[src/rtl/gcm_ctrl_pkg.sv]
// Shared definitions for the GCM job controller: operand widths and the
// controller state encoding.
package gcm_ctrl_pkg;

  localparam int IV_W  = 96;
  localparam int BLK_W = 128;

  typedef enum logic [1:0] {
    IDLE   = 2'd0,
    LAUNCH = 2'd1,
    WAIT   = 2'd2,
    RESP   = 2'd3
  } ctrl_state_t;

endpackage : gcm_ctrl_pkg

[src/rtl/gcm_job_ctrl_rise_det.sv]
// Rising-edge detector: remembers the previous input level and flags a
// 0->1 transition for one cycle.
module rise_det (
  input  logic clk,
  input  logic rst_n,
  input  logic din,
  output logic rise
);

  logic din_q;

  // Previous-cycle level of the input.
  always_ff @(posedge clk or negedge rst_n) begin
    if (!rst_n) begin
      din_q <= 1'b0;
    end else begin
      // NOTE: non-blocking so every flop samples pre-edge values regardless of block order.
      din_q <= din;
    end
  end

  assign rise = din & ~din_q;

endmodule : rise_det

[src/rtl/gcm_job_ctrl.sv]
// GCM job controller: accepts one job at a time, launches it on the GCM
// core, waits for the tag with a timeout guard and presents the result
// until the consumer takes it.
module gcm_job_ctrl
  import gcm_ctrl_pkg::*;
#(
  parameter int TIMEOUT_CYCLES = 1023,
  parameter int CNT_W          = 16
) (
  input  logic               clk,
  input  logic               i_reset_n,
  // Job request
  input  logic               i_req_valid,
  output logic               o_req_ready,
  input  logic               i_req_new,
  input  logic [0:IV_W-1]    i_req_iv,
  input  logic [0:BLK_W-1]   i_req_key,
  input  logic [0:BLK_W-1]   i_req_pt,
  // GCM core control and operands
  output logic               o_core_new_instance,
  output logic               o_core_pt_instance,
  output logic [0:IV_W-1]    o_core_iv,
  output logic [0:BLK_W-1]   o_core_key,
  output logic [0:BLK_W-1]   o_core_pt,
  // GCM core results
  input  logic [0:BLK_W-1]   i_core_cipher_text,
  input  logic [0:BLK_W-1]   i_core_tag,
  input  logic               i_core_tag_ready,
  // Result handshake
  output logic               o_rsp_valid,
  input  logic               i_rsp_ready,
  output logic [0:BLK_W-1]   o_rsp_cipher_text,
  output logic [0:BLK_W-1]   o_rsp_tag,
  output logic               o_rsp_err,
  // Statistics
  output logic [CNT_W-1:0]   o_job_count
);

  // Last counter value that is still allowed to wait; reaching it ends the job.
  localparam logic [CNT_W-1:0] WAIT_LAST = CNT_W'(TIMEOUT_CYCLES - 1);

  ctrl_state_t       state;
  logic              new_q;
  logic [CNT_W-1:0]  wait_cnt;
  logic              tag_rise;

  // Edge detector runs every cycle so a level already high on WAIT entry
  // is seen as "previously high" and never counts as completion.
  rise_det u_rise_det (
    .clk   (clk),
    .rst_n (i_reset_n),
    .din   (i_core_tag_ready),
    .rise  (tag_rise)
  );

  // Core pulses and ready are decoded straight from the state register.
  assign o_req_ready         = (state == IDLE);
  assign o_core_pt_instance  = (state == LAUNCH);
  assign o_core_new_instance = (state == LAUNCH) && new_q;

  // Job sequencing: accept, launch, wait with timeout, respond.
  always_ff @(posedge clk or negedge i_reset_n) begin
    if (!i_reset_n) begin
      // NOTE: operand and result registers are reset too, so nothing from an
      // abandoned job can leak onto the core or response buses afterwards.
      state             <= IDLE;
      new_q             <= 1'b0;
      wait_cnt          <= '0;
      o_core_iv         <= '0;
      o_core_key        <= '0;
      o_core_pt         <= '0;
      o_rsp_valid       <= 1'b0;
      o_rsp_cipher_text <= '0;
      o_rsp_tag         <= '0;
      o_rsp_err         <= 1'b0;
      o_job_count       <= '0;
    end else begin
      case (state)
        IDLE: begin
          if (i_req_valid) begin
            // Operands are captured once; the requester may change them afterwards.
            o_core_iv  <= i_req_iv;
            o_core_key <= i_req_key;
            o_core_pt  <= i_req_pt;
            new_q      <= i_req_new;
            state      <= LAUNCH;
          end
        end

        LAUNCH: begin
          wait_cnt <= '0;
          state    <= WAIT;
        end

        WAIT: begin
          // Completion is checked first so it wins over a coincident timeout.
          if (tag_rise) begin
            o_rsp_cipher_text <= i_core_cipher_text;
            o_rsp_tag         <= i_core_tag;
            o_rsp_err         <= 1'b0;
            o_rsp_valid       <= 1'b1;
            state             <= RESP;
          end else if (wait_cnt == WAIT_LAST) begin
            o_rsp_cipher_text <= '0;
            o_rsp_tag         <= '0;
            o_rsp_err         <= 1'b1;
            o_rsp_valid       <= 1'b1;
            state             <= RESP;
          end else begin
            wait_cnt <= wait_cnt + 1'b1;
          end
        end

        RESP: begin
          if (i_rsp_ready) begin
            o_rsp_valid <= 1'b0;
            o_job_count <= o_job_count + 1'b1;
            state       <= IDLE;
          end
        end

        default: state <= IDLE;
      endcase
    end
  end

endmodule : gcm_job_ctrl
[config.mk]
export PLATFORM = sky130hd
export DESIGN_NAME = gcm_job_ctrl
export DESIGN_NICKNAME = d
export VERILOG_FILES = /design/src/rtl/gcm_ctrl_pkg.sv /design/src/rtl/gcm_job_ctrl_rise_det.sv /design/src/rtl/gcm_job_ctrl.sv
export SDC_FILE = /design/constraint.sdc
export NUM_CORES = 1
export LEC_CHECK = 0
export ABC_AREA = 0
export BUFFER_PORTS_ARGS = -buffer_cell sky130_fd_sc_hd__buf_2
export CORE_AREA = 2 2 488 490
export DETAILED_ROUTE_END_ITERATION = 10
export DIE_AREA = 0 0 490 492
export PLACE_DENSITY = 0.37
export RECOVER_POWER = 50
export SLEW_MARGIN = 25
export SYNTH_ARGS = -nofsm -noshare
export SYNTH_HDL_FRONTEND = slang
export SYNTH_HIERARCHICAL = 1
export SYNTH_SLANG_ARGS = --single-unit
[constraint.sdc]
create_clock -name clk -period 2.4 [get_ports clk]
set_clock_uncertainty 0.05 [all_clocks]
set_input_delay 0.48 -clock clk [delete_from_list [all_inputs] [get_ports clk]]
set_output_delay 0.48 -clock clk [all_outputs]
set_load 0.02 [all_outputs]
==> metrics.sh, run 1 <==
P_TOTAL_mW=57.1
YOSYS_MOST_USED_DFF='sky130_fd_sc_hd__dfrtp_1'
DETAILED_ROUTE_DRC_ERROR_COUNT=0
NUMBER_OF_BUFFERS_ON_THE_LONGEST_CLOCK_PATH=3
SYNTH.LIB_CELLS_USED.DISTINCT=56
SYNTH-SEQ-AREA-SHARE_PCT=67.1
GRT-OVFL-TOTAL=0
FINALCRITPERIODSHARE_PCT=93.7
ROUTED-VIA-COUNT=21635
POST_SYNTH_INSTANCE_AREA_MM2=0.0241
IO_BUFFER_COUNT=1242
ROUTEDWLPERCELL_UM=23.0
MAXCLOCKFREQUENCY_MHz=445
CLK_PIN_SLEW_NS=0.06
CTS_MADE_BUFFERS=83
RUN_STATUS='completed'
YOSYSWARNINGCOUNT=6
DRT_FIRST_ITER_VIOLATIONS=965
REPORT.FINAL.HOLD_VIOL_COUNT=0
NFILLCELLS=26156
TIMING.CRITICAL_PATH.FANOUT_MAX=4
SYNTHESIS.AREA_PER_INSTANCE_UM2=15.6
TIMING.CRITICAL_PATH.REQUIRED_NS=1.87
AREA_OF_THE_MULTI_INPUT_GATES_MM2=0.00735
INITIAL_ANTENNA_VIOLATION_COUNT=92
RSZ0062_AT_GRT='no'
SYNTH.MOST_COMMON_CELL='sky130_fd_sc_hd__dfrtp_1'
DESIGN.PORTCOUNT=1243
POSTCTSSETUPREPAIRBUFS=0
CTS_HTREE_LEVELS=3
FINALMAXSLEWVIOLATIONS=0
ANTENNA_VIOLATING_NETS_POST_ROUTE=0
FINALSETUPTNS_NS=0
DIEAREA_MM2=0.241
SETUP-VIOLATIONS-FINAL=0
LAYOUT_SETUP_WS_NS=0.151
AREA_LEADER_NETLIST='sky130_fd_sc_hd__dfrtp_1'
REGAREA_MM2=0.0162
SYNTH_EDF_COUNT=0
PLACEMENT_ROWS=179
SYN_TO_FINAL_GROWTH_PCT=79.9
WORST_SETUP_PATH_CLASS='flip-flop to output pin'
CLK_LATENCY_NS=0.74
CELLS_AFTER_SYNTH=1539
P_LEAK_nW=19.8
FINAL_WIRELENGTH_UM=154000
HP-CLASS='input port to flip-flop'
SYNTHTOPCELLSBYAREA='sky130_fd_sc_hd__dfrtp_1 67%, sky130_fd_sc_hd__mux2_2 17%, sky130_fd_sc_hd__a22o_1 9.3%, sky130_fd_sc_hd__clkbuf_1 1.1%, sky130_fd_sc_hd__buf_6 0.61%'
DIE_Y_UM=492
SYNTH_TOP_AREA_SHARE_PCT=67.1
VDD_DROP_MAX_mV=0.595
AVGVIACOUNTPERCELL=3.22
GPL.FINAL_WEIGHTED_CONGESTION=0.872
LAYOUT.NETS=4074
GRTUSAGETOTAL_PCT=12.4
CRITICAL_PATH_ARRIVAL_NS=1.72
POWER_PER_CELL_AREA_mW_PER_MM2=1320
POSTSYNTHREGISTERBITS=646
DP_HPWL_UM=128000
LARGEST_NET_DEGREE_AT_THE_START_OF_GLOBAL_ROUTING=82
GRT_PASS1_WL_UM=205000
PRE_CTS_WS_NS=0.210
CRITICAL_PATH_END_TYPE='output pin'
FRACTION_OF_LAYOUT_CELLS_WITH_A_SIZE_SUFFIX_ABOVE_1_PCT=43.9
PLACEABLECOREAREA_MM2=0.236
INITIAL_UTILIZATION_PCT=10.2
CTS_NUM_SINKS=646
FIRST_GLOBAL_VIAS=23115
SYN_NETS=2161
POSTSYNTH.ASYNCRESETSHARE_PCT=100
CTS_TREE='done'
SYNTH_COMMON_CELLS='646 x sky130_fd_sc_hd__dfrtp_1, 354 x sky130_fd_sc_hd__mux2_2, 256 x sky130_fd_sc_hd__a22o_1'
NUMBER_OF_MAX_CAP_VIOLATIONS=0
FIN_CRIT_NS=2.25
DRT-PASS1-ITER-COUNT=5
TIGHTEST_SLEW_NS=1.25
RELATIVE_SLEW_SLACK_PCT=16.4
CHIPWIDTH_UM=490
CP-START-KIND='flip-flop'
CLOCK_TREE.ROOT_CELL='sky130_fd_sc_hd__clkbuf_16'
critical path: stages (launching register included):
cell and delay, ns:
sky130_fd_sc_hd__dfrtp_1 0.41, sky130_fd_sc_hd__inv_2 0.09, sky130_fd_sc_hd__ha_2 0.20, sky130_fd_sc_hd__and2_1 0.12, sky130_fd_sc_hd__buf_2 0.17
power breakdown:
part	switching [mW]	total (mW)	internal (mW)
logic	15.4	24.3	8.86
registers	3.19	19.3	16.1
clock network	5.59	13.6	8.02
total	24.2	57.1	33.0
area by class of cell:
type | count | area share, %
sequential | 646 | 37.3
timing repair buffer | 1935 | 29.5
multi-input combinational | 774 | 17.0
tap | 3167 | 9.15
clock buffer | 114 | 5.53
clock inverter | 37 | 1.28
antenna | 25 | 0.144
inverter | 12 | 0.104
layout by cell type (no fill, tap or decap), drive strengths merged, types with 10 or more instances in the layout:
cell type and n:
clkbuf 426, nand2 25, clkinv 21, buf 1027
nand4 10, diode 25, inv 15, a22o 256
nor2 18, dlygate4sd3 596, dfrtp 646, mux2 354
path summary, 6_finish.rpt:
| check | startpoint | end | slack, ns | cells after the start |
|---|---|---|---|---|
| worst max register to register | wait_cnt[12] | o_rsp_cipher_text[113] | 0.18 | 6 |
| worst min register to register | o_job_count[15] | o_job_count[15] | 0.43 | 1 |
| max in group asynchronous | i_reset_n | o_rsp_tag[89] | 0.37 | 4 |
| worst min-delay path | i_req_iv[81] | o_core_iv[81] | 0.06 | 2 |
| min in group asynchronous | i_reset_n | wait_cnt[8] | 0.52 | 2 |
| worst max-delay path | state[1] | o_core_new_instance | 0.15 | 4 |
kinds of logic (layout without fill, tap and decap cells):
family	after synthesis	count (layout)	synth area share (%)
flip-flops	646	646	67.1
multiplexers	355	355	16.6
AO/OA/AOI/OAI	292	292	10.5
buffers and inverters	119	2098	2.39
AND/OR/NAND/NOR	104	104	2.41
XOR/XNOR	15	15	0.546
adder cells (fa/ha/maj)	8	8	0.416
other	0	25	0
registers in the layout, summed over array words and instances, names as in the netlist, 2 cells and up:
name and count:
o_core_iv 96, o_core_key 128, o_core_pt 128, o_job_count 16
o_rsp_cipher_text 128, o_rsp_tag 128, state 2, wait_cnt 16
stage by stage:
step / instances / hold slack, ns / utilization, % / cell area [um2]
4_1_cts: 6685 / 0.00631 / 18.5 / 43800
6_report: 6710 / 0.0623 / 18.3 / 43300
2_1_floorplan: 1539 / 0.134 / - / 24100
3_5_place_dp: 5938 / 0.390 / 14.7 / 34800
3_3_place_gp: 5938 / 0.387 / 14.7 / 34800
5_1_grt: 6700 / 0.0176 / 18.3 / 43300
repair_timing:
item,4_1_cts,5_1_grt
hold endpoints to repair,671,0
pin swaps,0,0
gates resized for setup,2,2
hold buffers,596,0
endpoints found under the setup margin,2,9
layer usage:
metal | vias up | wire (um) | track usage, %
li1 | 9568 | - | -
met1 | 10721 | 58100 | 13.6
met2 | 1035 | 75700 | 21.3
met3 | 279 | 14600 | 5.38
met4 | 32 | 5410 | 4.64
met5 | - | 212 | 0
No activity file was read; power rests on OpenSTA's default activity.
==> run 2, diff against run 1 <==
==> constraint.sdc (replaced) <==
create_clock -name clk -period 2.6 [get_ports clk]
set_clock_uncertainty 0.05 [all_clocks]
set_input_delay 0.52 -clock clk [delete_from_list [all_inputs] [get_ports clk]]
set_output_delay 0.52 -clock clk [all_outputs]
set_load 0.02 [all_outputs]
==> run 2 against run 1 <==
The run now ends with max-capacitance violations, max-slew violations left. Register-to-register slack worse by 0.05 ns. Routed wire length is 0.47% higher. Utilization is essentially flat.
==> metrics.sh, run 2 (same netlist as run 1, synthesis figures left out) <==
WORST_HOLD_PATH.NUM_CELLS=2  # unchanged
CLK_LATENCY_NS=0.72  # -0.02 ns
CRITICAL_PATH_END_TYPE='flip-flop'
TIMING.HOLD.WORST.START='i_req_key[100]'
SYN_TO_FINAL_GROWTH_PCT=79.7  # about the same
RSZ0062_AT_GRT='no'
AVGVIACOUNTPERCELL=3.21  # -0.44%
ANTENNA_VIOLATING_NETS_POST_ROUTE=0  # unchanged
NUMBER_OF_MAX_CAP_VIOLATIONS=1  # +1
FIRST_GLOBAL_VIAS=22996  # -0.51%
REG2REGPATHDEPTH=7  # +1
ROUTED-WL-MET3_UM=15000  # +2.8%
VDD_DROP_MAX_mV=0.684  # +15%
PRE_CTS_WS_NS=0.136  # -0.0744 ns
CRIT-REG2REG-CAPTURE='o_rsp_tag[18]'
REPORT.FINAL.HOLD_VIOL_COUNT=0  # unchanged
DRT-PASS1-ITER-COUNT=5  # unchanged
DP_HPWL_UM=129000  # +0.19%
FIN_CRIT_NS=2.47
CP-START-KIND='flip-flop'
GRT-OVFL-TOTAL=0  # unchanged
RELATIVE_SLEW_SLACK_PCT=-0.439  # -17 points
HOLD_PATH_END='o_core_key[100]'
REGAREA_MM2=0.0162  # unchanged
DETAILED_ROUTE_DRC_ERROR_COUNT=0  # unchanged
SETUP-VIOLATIONS-FINAL=0  # unchanged
MAXCLOCKFREQUENCY_MHz=405
FRACTION_OF_LAYOUT_CELLS_WITH_A_SIZE_SUFFIX_ABOVE_1_PCT=43.9  # about the same
IO_BUFFER_COUNT=1242  # unchanged
TIMING.CRITICAL_PATH.FANOUT_MAX=62  # +58
ROUTE.MET2.WL_UM=76000  # +0.41%
LAYOUT.NETS=4071  # -0.074%
POWER_PER_CELL_AREA_mW_PER_MM2=1230  # -6.8%
FAILING_CHECKS='max-capacitance violations, max-slew violations'
FINALSETUPTNS_NS=0  # unchanged
TIMING.REG2REG.SETUP_SLACK_NS=0.13  # -0.05 ns
WORST_SETUP_PATH_CLASS='flip-flop to flip-flop'
LARGEST_NET_DEGREE_AT_THE_START_OF_GLOBAL_ROUTING=74  # -9.8%
NUMBER_OF_BUFFERS_ON_THE_LONGEST_CLOCK_PATH=3  # unchanged
POSTCTSSETUPREPAIRBUFS=0  # unchanged
FINAL_WIRELENGTH_UM=155000  # +0.47%
RUN_STATUS='complete, but fails checks'
CPPEAKSTAGEDELAY_NS=0.44  # +0.03 ns
ROUTED-VIA-COUNT=21563  # -0.33%
WORST_R2R_STARTPOINT='wait_cnt[0]'
MOST_FREQUENT_CELLS_IN_THE_LAYOUT='969 x sky130_fd_sc_hd__buf_2, 646 x sky130_fd_sc_hd__dfrtp_1, 599 x sky130_fd_sc_hd__dlygate4sd3_1, 354 x sky130_fd_sc_hd__mux2_2, 306 x sky130_fd_sc_hd__clkbuf_1'
TOP_SIGNAL_LAYER_USED='met5'
CTS_MADE_BUFFERS=85  # +2.4%
INITIAL_ANTENNA_VIOLATION_COUNT=85  # -7.6%
CHIPWIDTH_UM=490  # unchanged
GRTUSAGETOTAL_PCT=12.4  # about the same
GRT_PASS1_WL_UM=205000  # +0.12%
CTS_TREE='done'
PLACEABLECOREAREA_MM2=0.236  # unchanged
M1WIRELENGTH_UM=57900  # -0.37%
DIE_Y_UM=492  # unchanged
INITIAL_UTILIZATION_PCT=10.2  # unchanged
GPL.FINAL_WEIGHTED_CONGESTION=0.877  # +0.48%
CRIT_CHAIN='inv_1, ha_1, nand4bb_1, nor4_4, o21ai_4, buf_4, a22o_1'
TIMING.CRITICAL_PATH.REQUIRED_NS=3.13  # +1.26 ns
P_LEAK_nW=19.8  # about the same
FINALCRITPERIODSHARE_PCT=95.0
NFILLCELLS=26056  # -0.38%
CTS_HTREE_LEVELS=3  # unchanged
PLACEMENT_ROWS=179  # unchanged
AREA_OF_THE_MULTI_INPUT_GATES_MM2=0.00735  # about the same
ROUTEDWLPERCELL_UM=23.0  # +0.36%
CLOCK_TREE.ROOT_CELL='sky130_fd_sc_hd__clkbuf_16'
DRT_FIRST_ITER_VIOLATIONS=1004  # +4.0%
FINISH.UTILIZATION_PCT=18.3  # about the same
HP-CLASS='input port to flip-flop'
DESIGN.PORTCOUNT=1243  # unchanged
DIEAREA_MM2=0.241  # unchanged
LAYOUT_SETUP_WS_NS=0.130  # -0.0219 ns
TIGHTEST_SLEW_NS=1.51  # +0.253 ns
CRITICAL_PATH_ARRIVAL_NS=3.00  # +1.28 ns
CLK_PIN_SLEW_NS=0.06  # about the same
WORST_HOLD_SLACK_NS=0.0930  # +0.0307 ns
CTS_NUM_SINKS=646  # unchanged
FINAL_COMMON_CELL='sky130_fd_sc_hd__buf_2'
CRITICAL_PATH.SLOWEST_CELL='sky130_fd_sc_hd__dfrtp_1'
FINALMAXSLEWVIOLATIONS=33  # +33
-- run 2: cell count changes in the layout (fill, tap and decap cells not counted), moves of 3 or more --
cell	change
sky130_fd_sc_hd__clkbuf_2	+3
sky130_fd_sc_hd__diode_2	+9
sky130_fd_sc_hd__buf_2	+19
sky130_fd_sc_hd__dlygate4sd3_1	+3
sky130_fd_sc_hd__clkbuf_8	-8
sky130_fd_sc_hd__clkinvlp_4	+3
sky130_fd_sc_hd__inv_6	+5
sky130_fd_sc_hd__clkbuf_16	+3
sky130_fd_sc_hd__clkbuf_1	-6
sky130_fd_sc_hd__bufinv_16	+3
sky130_fd_sc_hd__buf_6	-3
sky130_fd_sc_hd__buf_4	-17
-- run 2: timing repair --
item	CTS	global route
setup endpoints to repair	0	6
hold endpoints to repair	644	0
gates resized for setup	0	1
hold buffers	599	0
-- run 2: cell type report --
cell class	count	area share, %
Timing Repair Buffer	1930	29.3
Antenna cell	34	0.197
Tap cell	3167	9.16
Sequential cell	646	37.4
Multi-Input combinational cell	774	17.0
Clock inverter	41	1.41
Clock buffer	113	5.48
Inverter	12	0.104
-- run 2: routing by layer --
| metal | vias to the layer above | global-route usage, % |
|---|---|---|
| li1 | 9582 | - |
| met1 | 10638 | 13.5 |
| met2 | 1049 | 21.4 |
| met3 | 268 | 5.43 |
| met4 | 26 | 4.55 |
| met5 | - | 0 |
-- run 2: worst max path at each step --
stage / startpoint / endpoint
6_report: wait_cnt[0] / o_rsp_tag[18]
5_1_grt: wait_cnt[0] / o_rsp_tag[18]
4_1_cts: state[1] / o_core_new_instance
3_5_place_dp: wait_cnt[0] / o_rsp_cipher_text[94]
3_3_place_gp: wait_cnt[0] / o_rsp_tag[3]
2_1_floorplan: state[0] / o_core_iv[76]
-- run 2: through the flow --
stage / area [um2] / power (mW) / instances
floorplan: 24100 / 29.3 / 1539
global placement: 34700 / 40.9 / 5930
detailed placement: 34700 / 41.0 / 5930
CTS: 43700 / 55.2 / 6683
global route: 43200 / 56.3 / 6698
finish: 43300 / 53.2 / 6717
-- run 2: worst max-delay path: cells and delay by family, from the launching register on --
kind            cells  cell delay (ns)
fa+ha+maj           1             0.18
simple gates        2             0.64
buf+inv             2             0.43
flops               1             0.44
compound gates      2             0.49
-- run 2: report_power, final --
group | switching (mW) | leakage (nW) | total [mW] | internal [mW]
Combinational | 14.5 | 10.4 | 22.7 | 8.13
Sequential | 2.92 | 7.87 | 17.8 | 14.8
Clock | 5.10 | 1.44 | 12.8 | 7.65
Total | 22.6 | 19.8 | 53.2 | 30.6
